--- src/rtl/obi_slave_rr_arbiter.sv ---
// Round-robin arbiter sharing one OBI slave port between NMASTER requesters, with an ID FIFO routing responses back in order.
// Optional conflict counter output enabled by defining OBI_ARB_PERF_CNT_EN.
module obi_slave_rr_arbiter #(
    parameter int unsigned NMASTER         = 7,
    parameter int unsigned MAX_OUTSTANDING = 2,
    parameter int unsigned IDW             = $clog2(NMASTER)
) (
    input  logic                    clk_i,
    input  logic                    rst_i,
    input  logic [NMASTER-1:0]      master_req_i,
    input  logic [NMASTER*32-1:0]   master_addr_i,
    input  logic [NMASTER-1:0]      master_we_i,
    input  logic [NMASTER*4-1:0]    master_be_i,
    input  logic [NMASTER*32-1:0]   master_wdata_i,
    output logic [NMASTER-1:0]      master_gnt_o,
    output logic [NMASTER-1:0]      master_rvalid_o,
    output logic [31:0]             master_rdata_o,
    output logic                    slave_req_o,
    output logic [31:0]             slave_addr_o,
    output logic                    slave_we_o,
    output logic [3:0]              slave_be_o,
    output logic [31:0]             slave_wdata_o,
    input  logic                    slave_gnt_i,
    input  logic                    slave_rvalid_i,
    input  logic [31:0]             slave_rdata_i,
    output logic                    busy_o,
    output logic                    rsp_err_o
`ifdef OBI_ARB_PERF_CNT_EN
    ,
    output logic [15:0]             conflict_cnt_o
`endif
);

    localparam int unsigned PW = (MAX_OUTSTANDING > 1) ? $clog2(MAX_OUTSTANDING) : 1;
    localparam int unsigned CW = $clog2(MAX_OUTSTANDING + 1);
    localparam logic [CW-1:0]  MAX_CNT   = CW'(MAX_OUTSTANDING);
    localparam logic [IDW-1:0] LAST_ID   = IDW'(NMASTER - 1);
    localparam logic [PW-1:0]  LAST_SLOT = PW'(MAX_OUTSTANDING - 1);

    typedef enum logic {
        ARB_FREE,
        ARB_LOCKED
    } lock_e;

    lock_e           lock_d, lock_q;
    logic [IDW-1:0]  locked_id_d, locked_id_q;
    logic [IDW-1:0]  ptr_d, ptr_q;
    logic [CW-1:0]   count_d, count_q;
    logic [PW-1:0]   wr_ptr_d, wr_ptr_q;
    logic [PW-1:0]   rd_ptr_d, rd_ptr_q;
    logic [IDW-1:0]  fifo_d [MAX_OUTSTANDING];
    logic [IDW-1:0]  fifo_q [MAX_OUTSTANDING];
    logic            rsp_err_d, rsp_err_q;

    logic [IDW-1:0]  rr_id;
    logic [IDW-1:0]  sel_id;
    logic [IDW-1:0]  head_id;
    logic            fifo_full;
    logic            handshake;
    logic            push;
    logic            pop;

    // First requester at or after the round-robin pointer, wrapping past NMASTER-1.
    always_comb begin
        int unsigned cand;
        logic        found;
        rr_id = ptr_q;
        found = 1'b0;
        cand  = 0;
        for (int unsigned i = 0; i < NMASTER; i++) begin
            cand = 32'(ptr_q) + i;
            if (cand >= NMASTER) begin
                cand = cand - NMASTER;
            end
            if (!found && master_req_i[IDW'(cand)]) begin
                rr_id = IDW'(cand);
                found = 1'b1;
            end
        end
    end

    assign sel_id    = (lock_q == ARB_LOCKED) ? locked_id_q : rr_id;
    assign fifo_full = (count_q == MAX_CNT);
    assign head_id   = fifo_q[rd_ptr_q];

    always_comb begin
        slave_req_o     = master_req_i[sel_id] & ~fifo_full;
        handshake       = slave_req_o & slave_gnt_i;
        push            = handshake;
        pop             = slave_rvalid_i & (count_q != '0);
        slave_addr_o    = '0;
        slave_we_o      = 1'b0;
        slave_be_o      = '0;
        slave_wdata_o   = '0;
        master_gnt_o    = '0;
        master_rvalid_o = '0;
        master_rdata_o  = pop ? slave_rdata_i : '0;
        for (int unsigned i = 0; i < NMASTER; i++) begin
            if (slave_req_o && (sel_id == IDW'(i))) begin
                slave_addr_o  = master_addr_i[i*32 +: 32];
                slave_we_o    = master_we_i[i];
                slave_be_o    = master_be_i[i*4 +: 4];
                slave_wdata_o = master_wdata_i[i*32 +: 32];
            end
            master_gnt_o[i]    = handshake && (sel_id == IDW'(i));
            master_rvalid_o[i] = pop && (head_id == IDW'(i));
        end
    end

    always_comb begin
        lock_d      = lock_q;
        locked_id_d = locked_id_q;
        ptr_d       = ptr_q;
        if (handshake) begin
            lock_d = ARB_FREE;
            ptr_d  = (sel_id == LAST_ID) ? '0 : sel_id + 1'b1;
        end else if (slave_req_o) begin
            lock_d      = ARB_LOCKED;
            locked_id_d = sel_id;
        end
    end

    always_comb begin
        fifo_d    = fifo_q;
        wr_ptr_d  = wr_ptr_q;
        rd_ptr_d  = rd_ptr_q;
        count_d   = count_q;
        rsp_err_d = rsp_err_q | (slave_rvalid_i & (count_q == '0));
        if (push) begin
            fifo_d[wr_ptr_q] = sel_id;
            wr_ptr_d = (wr_ptr_q == LAST_SLOT) ? '0 : wr_ptr_q + 1'b1;
        end
        if (pop) begin
            rd_ptr_d = (rd_ptr_q == LAST_SLOT) ? '0 : rd_ptr_q + 1'b1;
        end
        if (push && !pop) begin
            count_d = count_q + 1'b1;
        end else if (pop && !push) begin
            count_d = count_q - 1'b1;
        end
    end

    always_ff @(posedge clk_i or posedge rst_i) begin
        if (rst_i) begin
            lock_q      <= ARB_FREE;
            locked_id_q <= '0;
            ptr_q       <= '0;
            count_q     <= '0;
            wr_ptr_q    <= '0;
            rd_ptr_q    <= '0;
            fifo_q      <= '{default: '0};
            rsp_err_q   <= 1'b0;
        end else begin
            lock_q      <= lock_d;
            locked_id_q <= locked_id_d;
            ptr_q       <= ptr_d;
            count_q     <= count_d;
            wr_ptr_q    <= wr_ptr_d;
            rd_ptr_q    <= rd_ptr_d;
            fifo_q      <= fifo_d;
            rsp_err_q   <= rsp_err_d;
        end
    end

    assign busy_o    = (count_q != '0);
    assign rsp_err_o = rsp_err_q;

`ifdef OBI_ARB_PERF_CNT_EN
    logic [15:0]        conflict_cnt_d, conflict_cnt_q;
    logic [NMASTER-1:0] other_req;
    logic               multi_req;

    always_comb begin
        other_req = master_req_i;
        for (int unsigned i = 0; i < NMASTER; i++) begin
            if (sel_id == IDW'(i)) begin
                other_req[i] = 1'b0;
            end
        end
        // x & (x-1) is non-zero exactly when more than one bit is set.
        multi_req      = |(master_req_i & (master_req_i - 1'b1));
        conflict_cnt_d = conflict_cnt_q;
        if (((multi_req && (lock_q == ARB_FREE)) || (|other_req)) && (conflict_cnt_q != '1)) begin
            conflict_cnt_d = conflict_cnt_q + 1'b1;
        end
    end

    always_ff @(posedge clk_i or posedge rst_i) begin
        if (rst_i) begin
            conflict_cnt_q <= '0;
        end else begin
            conflict_cnt_q <= conflict_cnt_d;
        end
    end

    assign conflict_cnt_o = conflict_cnt_q;
`endif

endmodule
--- config.mk ---
export PLATFORM = sky130hd
export DESIGN_NAME = obi_slave_rr_arbiter
export DESIGN_NICKNAME = d
export VERILOG_FILES = /design/src/rtl/obi_slave_rr_arbiter.sv
export SDC_FILE = /design/constraint.sdc
export NUM_CORES = 1
export LEC_CHECK = 0
export ABC_AREA = 1
export ABC_CLOCK_PERIOD_IN_PS = 6500
export BUFFER_PORTS_ARGS = -buffer_cell sky130_fd_sc_hd__clkbuf_2
export CAP_MARGIN = 20
export CORE_AREA = 4 4 249 251
export DETAILED_ROUTE_END_ITERATION = 6
export DIE_AREA = 0 0 253 255
export GPL_ROUTABILITY_DRIVEN = 0
export PLACE_DENSITY = 0.31
export REMOVE_ABC_BUFFERS = 1
export SLEW_MARGIN = 10
export SYNTH_ARGS = -nofsm -noshare
export SYNTH_HDL_FRONTEND = slang
export SYNTH_SLANG_ARGS = --single-unit
--- constraint.sdc ---
create_clock -name clk_i -period 6.5 [get_ports clk_i]
set_input_delay 0.325 -clock clk_i [delete_from_list [all_inputs] [get_ports clk_i]]
set_output_delay 0.325 -clock clk_i [all_outputs]
set_load 0.01 [all_outputs]
Word level (Yosys, flattened, before mapping) --
Cells that the tools add are included.
Word-level totals: bits in registers 18, input bits 526, logic and storage cells 191
Operators by class: add/subtract/negate cells 18, $lt $le $gt $ge 18, equality and inequality tests 13, muxes and demuxes 79, bitwise gates (word level) 9, reduce and logical (&&, ||, !) cells 45
Operators by type and width (number):
- two-way mux 32 bit | 15
- two-way mux 3 bit | 20
- < comparator 3 x 4 -> 1 bit, second input constant | 8
- logical AND 1 bit | 30
- two-way mux 4 bit | 7
- two-way mux 1 bit | 25
- binary-select mux 1 bit (select 3 bit) | 8
- >= comparator 4 x 3 -> 1 bit, second input constant | 6
- subtractor 3 bit, second input constant | 7
- == test 3 bit, second input constant | 6
- adder 3 x 3 -> 4 bit, second input constant | 3
- == test 3 x 2 -> 1 bit, second input constant | 4
- adder 3 x 2 -> 4 bit, second input constant | 2
- zero test 1 bit | 8
- bitwise mux 6 bit | 1
- == test 3 x 1 -> 1 bit, second input constant | 2
- zero test 3 bit | 2
- nonzero test 2 bit | 3
- adder 3 x 1 -> 4 bit, second input constant | 1
- AND 1 bit | 4
- >= comparator 2 bit, second input constant | 2
- two-way mux 2 bit | 2
- inverter 1 -> 2 bit | 2
- adder 3 x 1 -> 3 bit, second input constant | 1
- other kinds (11) | 13

Longest topological paths before layout --
Gate-level depths: netlist of the first run.
depth after elaboration 35, mapped depth 39, mapped depth without buffers 36

Worst setup path before layout of the first run --
Ideal clock, no wire load.
path kind register -> output, from reg ptr_q[1], to out slave_addr_o[0], arrival 4.050 ns, path slack 2.125 ns, stages on the path, launching flop included 34, cell sequence dfrtp_1 -> inv_1 -> ha_1 -> inv_1 -> fa_1 -> o21ai_0 -> o21ai_0 -> nand3_1 -> nand2_1 -> inv_2 -> nand3_2 -> nor2_4 -> nand3_2 -> nand2_1 -> inv_1 -> nand2_1 -> nand2_1 -> nand2_1 -> nand2_2 -> nand2_4 -> inv_2 -> nor2_4 -> nand2_1 -> nand2_1 -> nand2_2 -> nand2_4 -> nand2_4 -> inv_4 -> nand2_1 -> buf_4 -> buf_4 -> o21ai_2 -> inv_1 -> a21oi_1
Between the ends: cells in the longest elaborated chain, start to end 35, elaborated cells on any way between the ends 91, those cells by class add/sub (13); order compare (7); eq/ne (6); mux (44); bitwise (1); reduce/logical (20)
RTL lines:
- start: declaration | line 47 | logic [IDW-1:0] ptr_d, ptr_q;
- start signal: assignment | line 156 | ptr_q <= ptr_d;
- branches (longest 22 deep; another with adder 3 x 1 -> 4 bit)
- two-way mux 3 bit * | line 75 | if (!found && master_req_i[IDW'(cand)]) begin
- two-way mux 3 bit * | line 82 | assign sel_id = (lock_q == ARB_LOCKED) ? locked_id_q : rr_id;
- binary-select mux 1 bit (select 3 bit) * | line 87 | slave_req_o = master_req_i[sel_id] & ~fifo_full;
- two-way mux 1 bit (not written as such) * | line 87
- AND 1 bit * | line 87
- net slave_req_o | line 18 | output logic slave_req_o,
- logical AND 1 bit | line 99 | if (slave_req_o && (sel_id == IDW'(i))) begin
- two-way mux 32 bit (6 in a row) | line 99
- two-way mux 32 bit * | line 99
- end: declaration | line 19 | output logic [31:0] slave_addr_o,
Mark *: on every way through the listed nets, which the timed path passes. The select of a mux whose other input is x is not followed.

Worst setup path after layout of the first run --
from reg ptr_q[1], to out slave_be_o[2]
Between the ends: cells in the longest elaborated chain, start to end 35, elaborated cells on any way between the ends 91, those cells by class add/sub (13); order compare (7); eq/ne (6); mux (44); bitwise (1); reduce/logical (20)
RTL lines:
- branches (longest 22 deep; another with adder 3 x 1 -> 4 bit)
- two-way mux 3 bit * | line 75
- two-way mux 3 bit * | line 82
- binary-select mux 1 bit (select 3 bit) | line 87
- two-way mux 1 bit (not written as such) | line 87
- AND 1 bit | line 87
- logical AND 1 bit | line 99
- two-way mux 4 bit (6 in a row) | line 99
- two-way mux 4 bit * | line 99
- end: declaration | line 21 | output logic [3:0] slave_be_o,
Every way passes the cells marked *. The select of a mux whose other input is x is not followed.

==> reports/results.md, run 1 <==
| Metric | Value | Unit |
| --- | --- | --- |
| Total via count in the routed design | 12,500 | - |
| R2R Path Start | ptr_q[1] | - |
| Area of all placed cells without fillers | 12,250 | µm² |
| Slowest cell on the critical path | sky130_fd_sc_hd__dfrtp_1 | - |
| Hold Fails Final Rpt | 0 | - |
| Count of maximum capacitance violations | 0 | - |
| Switching share of total power | 65.82 | % |
| Placeable core area | 59,910 | µm² |
| Async set-reset flop share out of synthesis | 100.0 | % |
| Worst-case vdd ir drop | 0.2820 | mV |
| Placed standard-cell area | 12,060 | µm² |
| Die outline area | 64,520 | µm² |
| Antenna violations before repair | 19 | - |
| Warnings from Yosys | 0 | - |
| Internal Pwr Total | 2963 | µW |
| Count of unique library cells instantiated by Yosys | 41 | - |
| Count of pins on the block boundary | 644 | - |
| Part of the Yosys area used for sequential elements | 5.633 | % |
| Fraction of layout instances using a drive strength above 1 | 33.86 | % |
| Mapped Area | 7996 | µm² |
| Number of CTS-inserted buffers | 3 | - |
| Global-route wire length before repair | 81.09 | mm |
| Origin of the worst setup path | ptr_q[1] | - |
| Class of the worst hold path | input pin to async pin | - |
| Critical path data required time | 6.17 | ns |
| Clock network fraction of total power | 1.7 | % |
| Drt drc | 0 | - |
| Part of the power in combinational logic | 95.8 | % |
| Kind of start point of the critical path | register | - |
| Most common cell on crit path | sky130_fd_sc_hd__nand2_1 | - |
| EDFF count, synth | 0 | - |
| Final Cycle Share | 91.01 | % |
| PortBufs | 643 | - |
| Die Height | 255 | µm |
| P_leak | 0.007281 | µW |
| Buffer cell driving the clock tree root | sky130_fd_sc_hd__clkbuf_16 | - |
| Slew of the pin with the lowest slew margin | 0.8688 | ns |
| Htree depth | 1 | - |
| Starting utilization of the core area | 13.35 | % |
| Minimum period implied by the final worst setup slack | 5.916 | ns |
| Finish-stage setup viols | 0 | - |
| CTS clk-pin slew, worst paths | 0.07 | ns |
| Insertion delay of the later-clocked pin in the worst-skew pair | 0.26 | ns |
| Routed wirelength normalized by instance count | 19.61 | µm |
| Kind of critical path | register to output port | - |
| Routed wire length | 60.29 | mm |
| Number of search-and-repair iterations in the first detailed-routing pass | 5 | - |
| Final ANT Viol Nets | 0 | - |
| Slew Limit Fails | 0 | - |
| Setup slack at placement | 0.7460 | ns |
| Power share of the sequential group | 2.6 | % |
| CTS max path bufs | 2 | - |
| Worst setup EP type | output port | - |
| Nets | 2,816 | - |
| Sum of negative setup slack | 0 | ns |
| DR iter-0 viols | 641 | - |
| Number of synthesized register bits | 18 | - |
| Biggest cell delay along the critical path | 0.54 | ns |
| Cell Pwr Density | 707.4 | nW/µm² |
| Routed via count divided by cell count | 4.066 | - |
| Signal arrival time at the worst endpoint | 5.59 | ns |
| Net switching power | 5706 | µW |
| Max Freq | 169.0 | MHz |
| Post-synthesis area per instance | 4.737 | µm² |
| Area Growth Syn to Fin | 53.25 | % |
| Headroom to the max-slew limit | 42.02 | % |
| Main synth FF type | sky130_fd_sc_hd__dfrtp_1 | - |
| CP Max Fanout | 33 | - |
| GRT Resource Usage Total | 16.91 | % |
| Final setup margin | 0.5842 | ns |
| Row Count | 90 | - |
| CTS tree | yes | - |
| RSZ-0062 raised after global routing | no | - |
| Number of sinks handled by clock tree synthesis | 18 | - |
| Half-perimeter wire length after detailed placement | 50.47 | mm |
| Via count of the first global-routing pass | 12,070 | - |
| Overflow after GRT | 0 | - |
| Pin count of the biggest net entering global routing | 88 | - |
| Run status | completed | - |
| Clock skew | 0.01043 | ns |
| Count of mapped cells out of synthesis | 1,688 | - |
| Die boundary width | 253 | µm |
state kept, by name, summed over array words and instances (netlist names):
| name | cells |
|---|---|
| count_q | 2 |
| fifo_q | 6 |
| lock_q | 1 |
| locked_id_q | 3 |
| ptr_q | 3 |
| rd_ptr_q | 1 |
| rsp_err_o | 1 |
| wr_ptr_q | 1 |
critical path: cells and delay by family, from the launching register on:
kind	cells	cell delay [ns]
AO/OA/AOI/OAI	4	0.88
adder cells (fa/ha/maj)	2	0.69
buffers and inverters	10	1.57
flip-flops	1	0.54
AND/OR/NAND/NOR	13	1.53
cell type report:
type	count	area (µm²)
Fill cell	7195	47650
Sequential cell	18	451.7
Clock buffer	4	88.84
Tap cell	782	978.4
Inverter	313	1186
Multi-Input combinational cell	1269	5892
Antenna cell	18	45.04
Timing Repair Buffer	670	3612
path summary, 6_finish.rpt:
check                      cells past startpoint  slack (ns)        endpoint
max                                           29        0.58   slave_be_o[2]
max reg2reg                                   28        1.40       fifo_q[1]
min reg2reg                                    1        0.48       rsp_err_o
min                                            2        0.23  locked_id_q[2]
max in group asynchronous                      2        5.68        ptr_q[0]
min in group clk_i                             3        0.32       rsp_err_o
cells in the final DEF, fill, tap and decap left out, types with 34 or more instances in the layout:
cell and n:
sky130_fd_sc_hd__inv_1 264, sky130_fd_sc_hd__clkbuf_2 643, sky130_fd_sc_hd__nand3_1 135, sky130_fd_sc_hd__nor2_1 154, sky130_fd_sc_hd__nand2_1 614, sky130_fd_sc_hd__o21ai_0 55
sky130_fd_sc_hd__nand4_1 44, sky130_fd_sc_hd__a21oi_1 34, sky130_fd_sc_hd__o21ai_1 107, sky130_fd_sc_hd__inv_2 38, sky130_fd_sc_hd__or2_1 39
stage by stage:
step	hold slack, ns	util, %	power [µW]	instances
6_report	0.2264	20.46	8669	3074
5_1_grt	0.3090	20.41	9660	3064
4_1_cts	0.2710	20.27	8811	3052
3_5_place_dp	0.4679	20.13	8644	3048
3_3_place_gp	0.4704	20.13	8667	3048
2_1_floorplan	0.2636	-	5044	1600
synth_stat cells, types with 3 or more instances:
master / count / area share (%)
sky130_fd_sc_hd__nor2_2: 3 / 0.23
sky130_fd_sc_hd__o21ai_1: 107 / 6.7
sky130_fd_sc_hd__nand2_4: 3 / 0.42
sky130_fd_sc_hd__clkbuf_1: 15 / 0.70
sky130_fd_sc_hd__ha_1: 14 / 2.2
sky130_fd_sc_hd__nand2_2: 12 / 0.94
sky130_fd_sc_hd__buf_2: 42 / 2.6
sky130_fd_sc_hd__or2_1: 39 / 3.1
sky130_fd_sc_hd__a21oi_1: 34 / 2.1
sky130_fd_sc_hd__dfrtp_1: 18 / 5.6
sky130_fd_sc_hd__buf_4: 16 / 1.5
sky130_fd_sc_hd__buf_6: 8 / 1.1
sky130_fd_sc_hd__nand3_2: 6 / 0.75
sky130_fd_sc_hd__buf_1: 4 / 0.19
sky130_fd_sc_hd__xor2_1: 3 / 0.33
sky130_fd_sc_hd__o21ai_0: 55 / 3.4
sky130_fd_sc_hd__nor3_1: 3 / 0.19
sky130_fd_sc_hd__clkinv_1: 6 / 0.28
sky130_fd_sc_hd__inv_2: 40 / 1.9
sky130_fd_sc_hd__nand2_1: 615 / 29
sky130_fd_sc_hd__nand3_1: 135 / 8.4
sky130_fd_sc_hd__o211ai_1: 4 / 0.38
sky130_fd_sc_hd__nand4_1: 44 / 3.4
sky130_fd_sc_hd__nor2_1: 154 / 7.2
sky130_fd_sc_hd__nor2_4: 4 / 0.56
sky130_fd_sc_hd__inv_1: 265 / 12
sky130_fd_sc_hd__o21ai_2: 17 / 1.9
sky130_fd_sc_hd__clkbuf_2: 3 / 0.19
kinds of logic (layout without fill, tap and decap cells):
family / after synthesis / in the layout / synth area share, %
AOI/OAI and AO/OA: 224 / 224 / 15.29
and+or+nand+nor: 1025 / 1025 / 55.00
buffers and inverters: 401 / 987 / 21.09
adders and majority gates: 15 / 15 / 2.441
DFF: 18 / 18 / 5.633
xor gates and xnor gates: 5 / 5 / 0.5477
other: 0 / 18 / 0
routing by layer:
metal	track usage, %	share of wire (%)	vias to the layer above
li1	-	-	6366
met1	21.99	43	5601
met2	29.12	49	490
met3	3.841	7.1	34
met4	2.884	0.95	8
met5	0	0.078	-
power groups by stage:
stage / clock (µW) / combinational [µW] / sequential [µW]
after floorplan: 0 / 4830 / 214
after global placement: 0 / 8440 / 223
after detailed placement: 0 / 8420 / 223
after CTS: 149 / 8440 / 221
after global routing: 156 / 9270 / 231
final: 145 / 8300 / 222
timing repair:
action                                  in CTS  in global routing
hold buffers                                 0                  0
setup buffers                                0                  3
endpoints found under the setup margin       0                  6
hold endpoints to repair                     0                  0
gates resized for setup                      0                  4
Power figures use the tool's default switching activity.
==> inputs of run 2 (changes only) <==
CORE_AREA = 4 4 246 248   (was 4 4 249 251)
CTS_BUF_LIST = sky130_fd_sc_hd__clkbuf_4   (was not set)
DIE_AREA = 0 0 250 252   (was 0 0 253 255)
PLACE_DENSITY = 0.32   (was 0.31)
==> run 2 against run 1 <==
Effect of this change: the flow now finishes with violations (DRC); first-iteration DRC count increased by 14%; core utilization rose by 0.37 points; worst setup slack worse by 0.11 ns; final area down 0.64%; die area fell by 2.3%.
==> reports/results.md, run 2 (synthesized netlist as in run 1, its figures left out) <==
| Metric | Value | Unit | Delta |
| --- | --- | --- | --- |
| Switching share of total power | 66.13 | % | was 65.82% |
| Final Cycle Share | 92.68 | % | was 91.01% |
| Largest Register | fifo_q | - | unchanged |
| Finish-stage setup viols | 0 | - | unchanged |
| Clock skew | 0.01157 | ns | was 0.01043 ns |
| Routed wirelength normalized by instance count | 19.51 | µm | was 19.61 µm |
| Signal arrival time at the worst endpoint | 5.70 | ns | was 5.59 ns |
| Slew Limit Fails | 0 | - | unchanged |
| RSZ-0062 raised after global routing | no | - | unchanged |
| Number of CTS-inserted buffers | 3 | - | unchanged |
| DR iter-0 viols | 732 | - | was 641 |
| Slew of the pin with the lowest slew margin | 0.8259 | ns | was 0.8688 ns |
| Hold Fails Final Rpt | 0 | - | unchanged |
| Biggest registers after layout | fifo_q (6), locked_id_q (3), ptr_q (3) | - | unchanged |
| Count of maximum capacitance violations | 0 | - | unchanged |
| CTS tree | yes | - | unchanged |
| Die Height | 252 | µm | was 255 µm |
| Placeable core area | 58,460 | µm² | was 59,910 µm² |
| Insertion delay of the later-clocked pin in the worst-skew pair | 0.32 | ns | was 0.26 ns |
| Htree depth | 1 | - | unchanged |
| Half-perimeter wire length after detailed placement | 51.48 | mm | was 50.47 mm |
| Post-CTS Hold Fix Bufs | 0 | - | unchanged |
| Count of pins on the block boundary | 644 | - | unchanged |
| Flip-flop count of the largest register after layout | 6 | - | unchanged |
| Slowest cell on the critical path | sky130_fd_sc_hd__dfrtp_2 | - | was sky130_fd_sc_hd__dfrtp_1 |
| Setup slack, reg-to-reg | 1.39 | ns | was 1.40 ns |
| Overflow after GRT | 0 | - | unchanged |
| Die outline area | 63,000 | µm² | was 64,520 µm² |
| Run status | finished, violations left | - | was completed |
| Number of search-and-repair iterations in the first detailed-routing pass | 7 | - | was 5 |
| Class of the worst hold path | input pin to async pin | - | unchanged |
| Net switching power | 5611 | µW | was 5706 µW |
| Minimum period implied by the final worst setup slack | 6.024 | ns | was 5.916 ns |
| Nets | 2,829 | - | was 2,816 |
| Total via count in the routed design | 12,510 | - | was 12,500 |
| Worst setup EP type | output port | - | unchanged |
| Fraction of layout instances using a drive strength above 1 | 34.24 | % | was 33.86% |
| Number of sinks handled by clock tree synthesis | 18 | - | unchanged |
| Kind of start point of the critical path | register | - | unchanged |
| Endpoint of the most critical register-to-register path | fifo_q[0] | - | was fifo_q[1] |
| Critical path data required time | 6.17 | ns | about the same |
| Layout Cells excl Fill | 3,066 | - | was 3,074 |
| CP Max Fanout | 16 | - | was 33 |
| Power share of the sequential group | 2.6 | % | about the same |
| Pin count of the biggest net entering global routing | 88 | - | unchanged |
| Kind of critical path | register to output port | - | unchanged |
| Biggest cell delay along the critical path | 0.51 | ns | was 0.54 ns |
| Origin of the worst setup path | ptr_q[0] | - | was ptr_q[1] |
| Area Growth Syn to Fin | 52.26 | % | was 53.25% |
| Sum of negative setup slack | 0 | ns | unchanged |
| Violations in the final reports | DRC | - |  |
| P_leak | 0.007279 | µW | was 0.007281 µW |
| Placed standard-cell area | 12,090 | µm² | was 12,060 µm² |
| Commonest cells after routing, fill and taps aside | sky130_fd_sc_hd__clkbuf_2 (643), sky130_fd_sc_hd__nand2_1 (614), sky130_fd_sc_hd__inv_1 (264) | - | unchanged |
| Headroom to the max-slew limit | 44.88 | % | was 42.02% |
| Antenna violations before repair | 12 | - | was 19 |
| Routed via count divided by cell count | 4.079 | - | was 4.066 |
| CTS max path bufs | 2 | - | unchanged |
| Endpoint of the most critical setup path | slave_addr_o[8] | - | was slave_be_o[2] |
| Part of the power in combinational logic | 96.6 | % | was 95.8% |
| Utilization after layout | 20.83 | % | was 20.46% |
| Most common cell on crit path | sky130_fd_sc_hd__nand2_1 | - | unchanged |
| Max Freq | 166.0 | MHz | was 169.0 MHz |
| Final ANT Viol Nets | 0 | - | unchanged |
| Die boundary width | 250 | µm | was 253 µm |
| PortBufs | 643 | - | unchanged |
| Worst-case vdd ir drop | 0.2144 | mV | was 0.2820 mV |
| Clock network fraction of total power | 0.8 | % | was 1.7% |
| Row Count | 89 | - | was 90 |
| Worst reg2reg path depth | 28 | - | unchanged |
| Via count of the first global-routing pass | 12,310 | - | was 12,070 |
| Number of cells after detailed placement | 3,052 | - | was 3,048 |
| Leading cell type in the layout, fill and taps excluded | sky130_fd_sc_hd__clkbuf_2 | - | unchanged |
| WHS | 0.1361 | ns | was 0.2264 ns |
| Internal Pwr Total | 2874 | µW | was 2963 µW |
| GRT Resource Usage Total | 17.58 | % | was 16.91% |
| R2R Path Start | ptr_q[0] | - | was ptr_q[1] |
| Routed wire length | 59.81 | mm | was 60.29 mm |
| Area of all placed cells without fillers | 12,180 | µm² | was 12,250 µm² |
| Starting utilization of the core area | 13.68 | % | was 13.35% |
| CTS clk-pin slew, worst paths | 0.13 | ns | was 0.07 ns |
| Buffer cell driving the clock tree root | sky130_fd_sc_hd__clkbuf_4 | - | was sky130_fd_sc_hd__clkbuf_16 |
| Cell Pwr Density | 696.9 | nW/µm² | was 707.4 nW/µm² |
| Global-route wire length before repair | 83.72 | mm | was 81.09 mm |
| Drt drc | 5 | - | was 0 |
==> run 2: changes by cell type in the layout (fill, tap and decap cells not counted), sizes merged <==
cell	delta
clkbuf	-2
nand3	+1
inv	+1
diode	-12
buf	+13
==> run 2: per-stage QoR <==
step	power, µW	worst slack (ns)
after floorplan	5044	-0.02623
after global placement	8519	0.8351
after detailed placement	8496	0.7581
after CTS	8591	0.3858
after global routing	9445	0.02515
final	8485	0.4757
==> run 2: repair_timing <==
action                                  in CTS  in global routing
setup buffers                                0                  3
endpoints found under the setup margin       0                 21
gates resized for setup                      0                  5
==> run 2: worst min-delay path by stage <==
stage / startpoint / to / slack, ns / cells after the start
3_5_place_dp: rsp_err_o / rsp_err_o / 0.46 / 1
2_1_floorplan: rst_i / count_q[0] / 0.26 / 1
6_report: rst_i / fifo_q[5] / 0.14 / 2
5_1_grt: rst_i / rd_ptr_q / 0.21 / 2
3_3_place_gp: rsp_err_o / rsp_err_o / 0.46 / 1
4_1_cts: rst_i / fifo_q[5] / 0.18 / 2
==> run 2: layout make-up <==
| type | count | area (µm²) |
|---|---|---|
| repair buffers | 682 | 3627 |
| diodes | 6 | 15.01 |
| multi-input cells | 1270 | 5902 |
| fillers | 7057 | 46290 |
| inverters | 313 | 1185 |
| well taps | 773 | 967.2 |
| clock buffers | 3 | 22.52 |
| clock inverters | 1 | 3.754 |
| flip-flops and latches | 18 | 452.9 |
==> run 2: worst max-delay path: cells and delay by family, from the launching register on <==
| kind | cells | cell delay [ns] |
|---|---|---|
| flops | 1 | 0.51 |
| buf+inv | 6 | 1.10 |
| compound gates | 3 | 0.77 |
| simple gates | 19 | 2.37 |
| fa+ha+maj | 2 | 0.57 |
==> run 2: per-layer routing <==
| metal | vias to the layer above | GRT usage, % | wire length [µm] |
|---|---|---|---|
| met4 | 14 | 1.110 | 291 |
| met2 | 488 | 31.21 | 29440 |
| met1 | 5597 | 23.09 | 25940 |
| li1 | 6381 | - | - |
| met3 | 26 | 3.680 | 4044 |
| met5 | - | 0 | 95 |
==> run 2: power by group through the flow <==
stage | combinational, µW | sequential [µW] | clock [µW]
3_5_place_dp | 8270 | 225 | 0
4_1_cts | 8300 | 221 | 71.3
2_1_floorplan | 4830 | 214 | 0
6_report | 8200 | 223 | 66.6
3_3_place_gp | 8300 | 222 | 0
5_1_grt | 9140 | 233 | 73.8
==> inputs of run 3 (changes only) <==
MAX_ROUTING_LAYER = met4   (was not set)
==> run 3 against run 2 <==
Effect of this change: count of clock-buffer cells in the layout unchanged; the run now ends clean; combinational power is essentially flat; sequential share of layout area about the same.
==> reports/results.md, run 3 (synthesized netlist as in run 1, its figures left out) <==
| Metric | Value | Unit | Delta |
| --- | --- | --- | --- |
| Run status | completed | - | was finished, violations left |
| Slew Limit Fails | 0 | - | unchanged |
| Area of all placed cells without fillers | 12,190 | µm² | was 12,180 µm² |
| Routed via count divided by cell count | 4.080 | - | was 4.079 |
| Minimum period implied by the final worst setup slack | 6.013 | ns | was 6.024 ns |
| Slowest cell on the critical path | sky130_fd_sc_hd__dfrtp_2 | - | unchanged |
| DR iter-0 viols | 745 | - | was 732 |
| Biggest cell delay along the critical path | 0.51 | ns | about the same |
| Commonest cells after routing, fill and taps aside | sky130_fd_sc_hd__clkbuf_2 (643), sky130_fd_sc_hd__nand2_1 (614), sky130_fd_sc_hd__inv_1 (264) | - | unchanged |
| Die Height | 252 | µm | unchanged |
| Layout Cells excl Fill | 3,073 | - | was 3,066 |
| Slew of the pin with the lowest slew margin | 0.8239 | ns | was 0.8259 ns |
| Kind of start point of the critical path | register | - | unchanged |
| CTS max path bufs | 2 | - | unchanged |
| Insertion delay of the later-clocked pin in the worst-skew pair | 0.32 | ns | about the same |
| CTS clk-pin slew, worst paths | 0.14 | ns | was 0.13 ns |
| Routed wirelength normalized by instance count | 19.47 | µm | was 19.51 µm |
| CP Max Fanout | 16 | - | unchanged |
| Most common cell on crit path | sky130_fd_sc_hd__nand2_1 | - | unchanged |
| Number of cells after detailed placement | 3,052 | - | unchanged |
| Antenna violations before repair | 12 | - | unchanged |
| CTS tree | yes | - | unchanged |
| Total power | 8489 | µW | was 8485 µW |
| P_leak | 0.007279 | µW | about the same |
| Global-route wire length before repair | 83.66 | mm | was 83.72 mm |
| Overflow after GRT | 0 | - | unchanged |
| Largest Register | fifo_q | - | unchanged |
| RSZ-0062 raised after global routing | no | - | unchanged |
| Endpoint of the most critical register-to-register path | fifo_q[0] | - | unchanged |
| Worst setup EP type | output port | - | unchanged |
| Pin count of the biggest net entering global routing | 88 | - | unchanged |
| Htree depth | 1 | - | unchanged |
| Buffer cell driving the clock tree root | sky130_fd_sc_hd__clkbuf_4 | - | unchanged |
| Total via count in the routed design | 12,540 | - | was 12,510 |
| Fraction of layout instances using a drive strength above 1 | 34.24 | % | unchanged |
| Max Freq | 166.3 | MHz | was 166.0 MHz |
| Routed wire length | 59.83 | mm | was 59.81 mm |
| Class of the worst hold path | input pin to async pin | - | unchanged |
| Row Count | 89 | - | unchanged |
| Number of fillers in the final layout | 7,063 | - | was 7,057 |
| Number of CTS-inserted buffers | 3 | - | unchanged |
| R2R Path Start | ptr_q[0] | - | unchanged |
| Count of pins on the block boundary | 644 | - | unchanged |
| Starting utilization of the core area | 13.68 | % | unchanged |
| Worst reg2reg path depth | 28 | - | unchanged |
| Final Cycle Share | 92.51 | % | was 92.68% |
| GRT Resource Usage Total | 18.11 | % | was 17.58% |
| Number of search-and-repair iterations in the first detailed-routing pass | 7 | - | unchanged |
| Kind of critical path | register to output port | - | unchanged |
| Sum of negative setup slack | 0 | ns | unchanged |
| Critical path data required time | 6.17 | ns | about the same |
| Worst-case vdd ir drop | 0.2168 | mV | was 0.2144 mV |
| Nets | 2,829 | - | unchanged |
| Die boundary width | 250 | µm | unchanged |
| Signal arrival time at the worst endpoint | 5.69 | ns | was 5.70 ns |
| Count of maximum capacitance violations | 0 | - | unchanged |
| Post-CTS Hold Fix Bufs | 0 | - | unchanged |
| Biggest registers after layout | fifo_q (6), locked_id_q (3), ptr_q (3) | - | unchanged |
| Final ANT Viol Nets | 0 | - | unchanged |
| Number of sinks handled by clock tree synthesis | 18 | - | unchanged |
| Via count of the first global-routing pass | 12,320 | - | was 12,310 |
| Placed standard-cell area | 12,090 | µm² | unchanged |
| Clock skew | 0.01540 | ns | was 0.01157 ns |
| Flip-flop count of the largest register after layout | 6 | - | unchanged |
| Headroom to the max-slew limit | 45.02 | % | was 44.88% |
| Finish-stage setup viols | 0 | - | unchanged |
| Utilization after layout | 20.86 | % | was 20.83% |
| Leading cell type in the layout, fill and taps excluded | sky130_fd_sc_hd__clkbuf_2 | - | unchanged |
| PortBufs | 643 | - | unchanged |
| Area Growth Syn to Fin | 52.48 | % | was 52.26% |
| Cell Pwr Density | 696.2 | nW/µm² | was 696.9 nW/µm² |
| Half-perimeter wire length after detailed placement | 51.48 | mm | unchanged |
| Die outline area | 63,000 | µm² | unchanged |
| Hold Fails Final Rpt | 0 | - | unchanged |
| Setup slack, reg-to-reg | 1.42 | ns | was 1.39 ns |
| Placeable core area | 58,460 | µm² | unchanged |
| Drt drc | 0 | - | was 5 |
==> run 3: cell count changes in the layout (fill, tap and decap cells not counted) <==
cell,before,now
sky130_fd_sc_hd__diode_2,6,13
==> run 3: worst max path at each step <==
stage                   from  depth (start not counted)                end  slack [ns]
CTS                 ptr_q[1]                         28  slave_wdata_o[28]        0.39
global route        ptr_q[0]                         31  slave_wdata_o[11]        0.03
detailed placement  ptr_q[1]                         28  slave_wdata_o[28]        0.76
global placement    ptr_q[1]                         32  slave_wdata_o[28]        0.84
floorplan           ptr_q[0]                         27   slave_addr_o[10]       -0.03
finish              ptr_q[0]                         30    slave_addr_o[8]        0.49
==> run 3: critical path: cells and delay by family (launching register included) <==
family | cells | cell delay [ns]
AND/OR/NAND/NOR | 19 | 2.38
buffers and inverters | 6 | 1.11
AO/OA/AOI/OAI | 3 | 0.75
adder cells (fa/ha/maj) | 2 | 0.57
flip-flops | 1 | 0.51
==> run 3: cell type report <==
| cell class | instances | area (µm²) | share of cell area (%) |
|---|---|---|---|
| Sequential cell | 18 | 452.9 | 3.715 |
| Inverter | 313 | 1185 | 9.718 |
| Clock inverter | 1 | 3.754 | 0.03079 |
| Tap cell | 773 | 967.2 | 7.932 |
| Timing Repair Buffer | 682 | 3627 | 29.75 |
| Multi-Input combinational cell | 1270 | 5902 | 48.40 |
| Clock buffer | 3 | 22.52 | 0.1847 |
| Antenna cell | 13 | 32.53 | 0.2668 |
==> run 3: repair_timing <==
action	4_1_cts	5_1_grt
gates resized for setup	0	5
setup endpoints to repair	0	21
buffers inserted	0	3
==> run 3: report_power, final <==
| part | internal (µW) | switching [µW] |
|---|---|---|
| registers | 171 | 53.8 |
| clock network | 22.5 | 44.4 |
| logic | 2680 | 5520 |
| total | 2870 | 5620 |
==> run 3: per-layer routing <==
metal	GRT usage [%]	routed length (µm)
met1	23.35	25740
met2	31.28	29610
met3	3.371	4294
met4	0.8242	183
met5	-	0
==> run 3: per-stage QoR <==
step,hold slack [ns],worst slack [ns]
after CTS,0.1792,0.3858
after floorplan,0.2636,-0.02623
final,0.1331,0.4869
after global routing,0.2175,0.02689
after detailed placement,0.4636,0.7581
after global placement,0.4591,0.8351
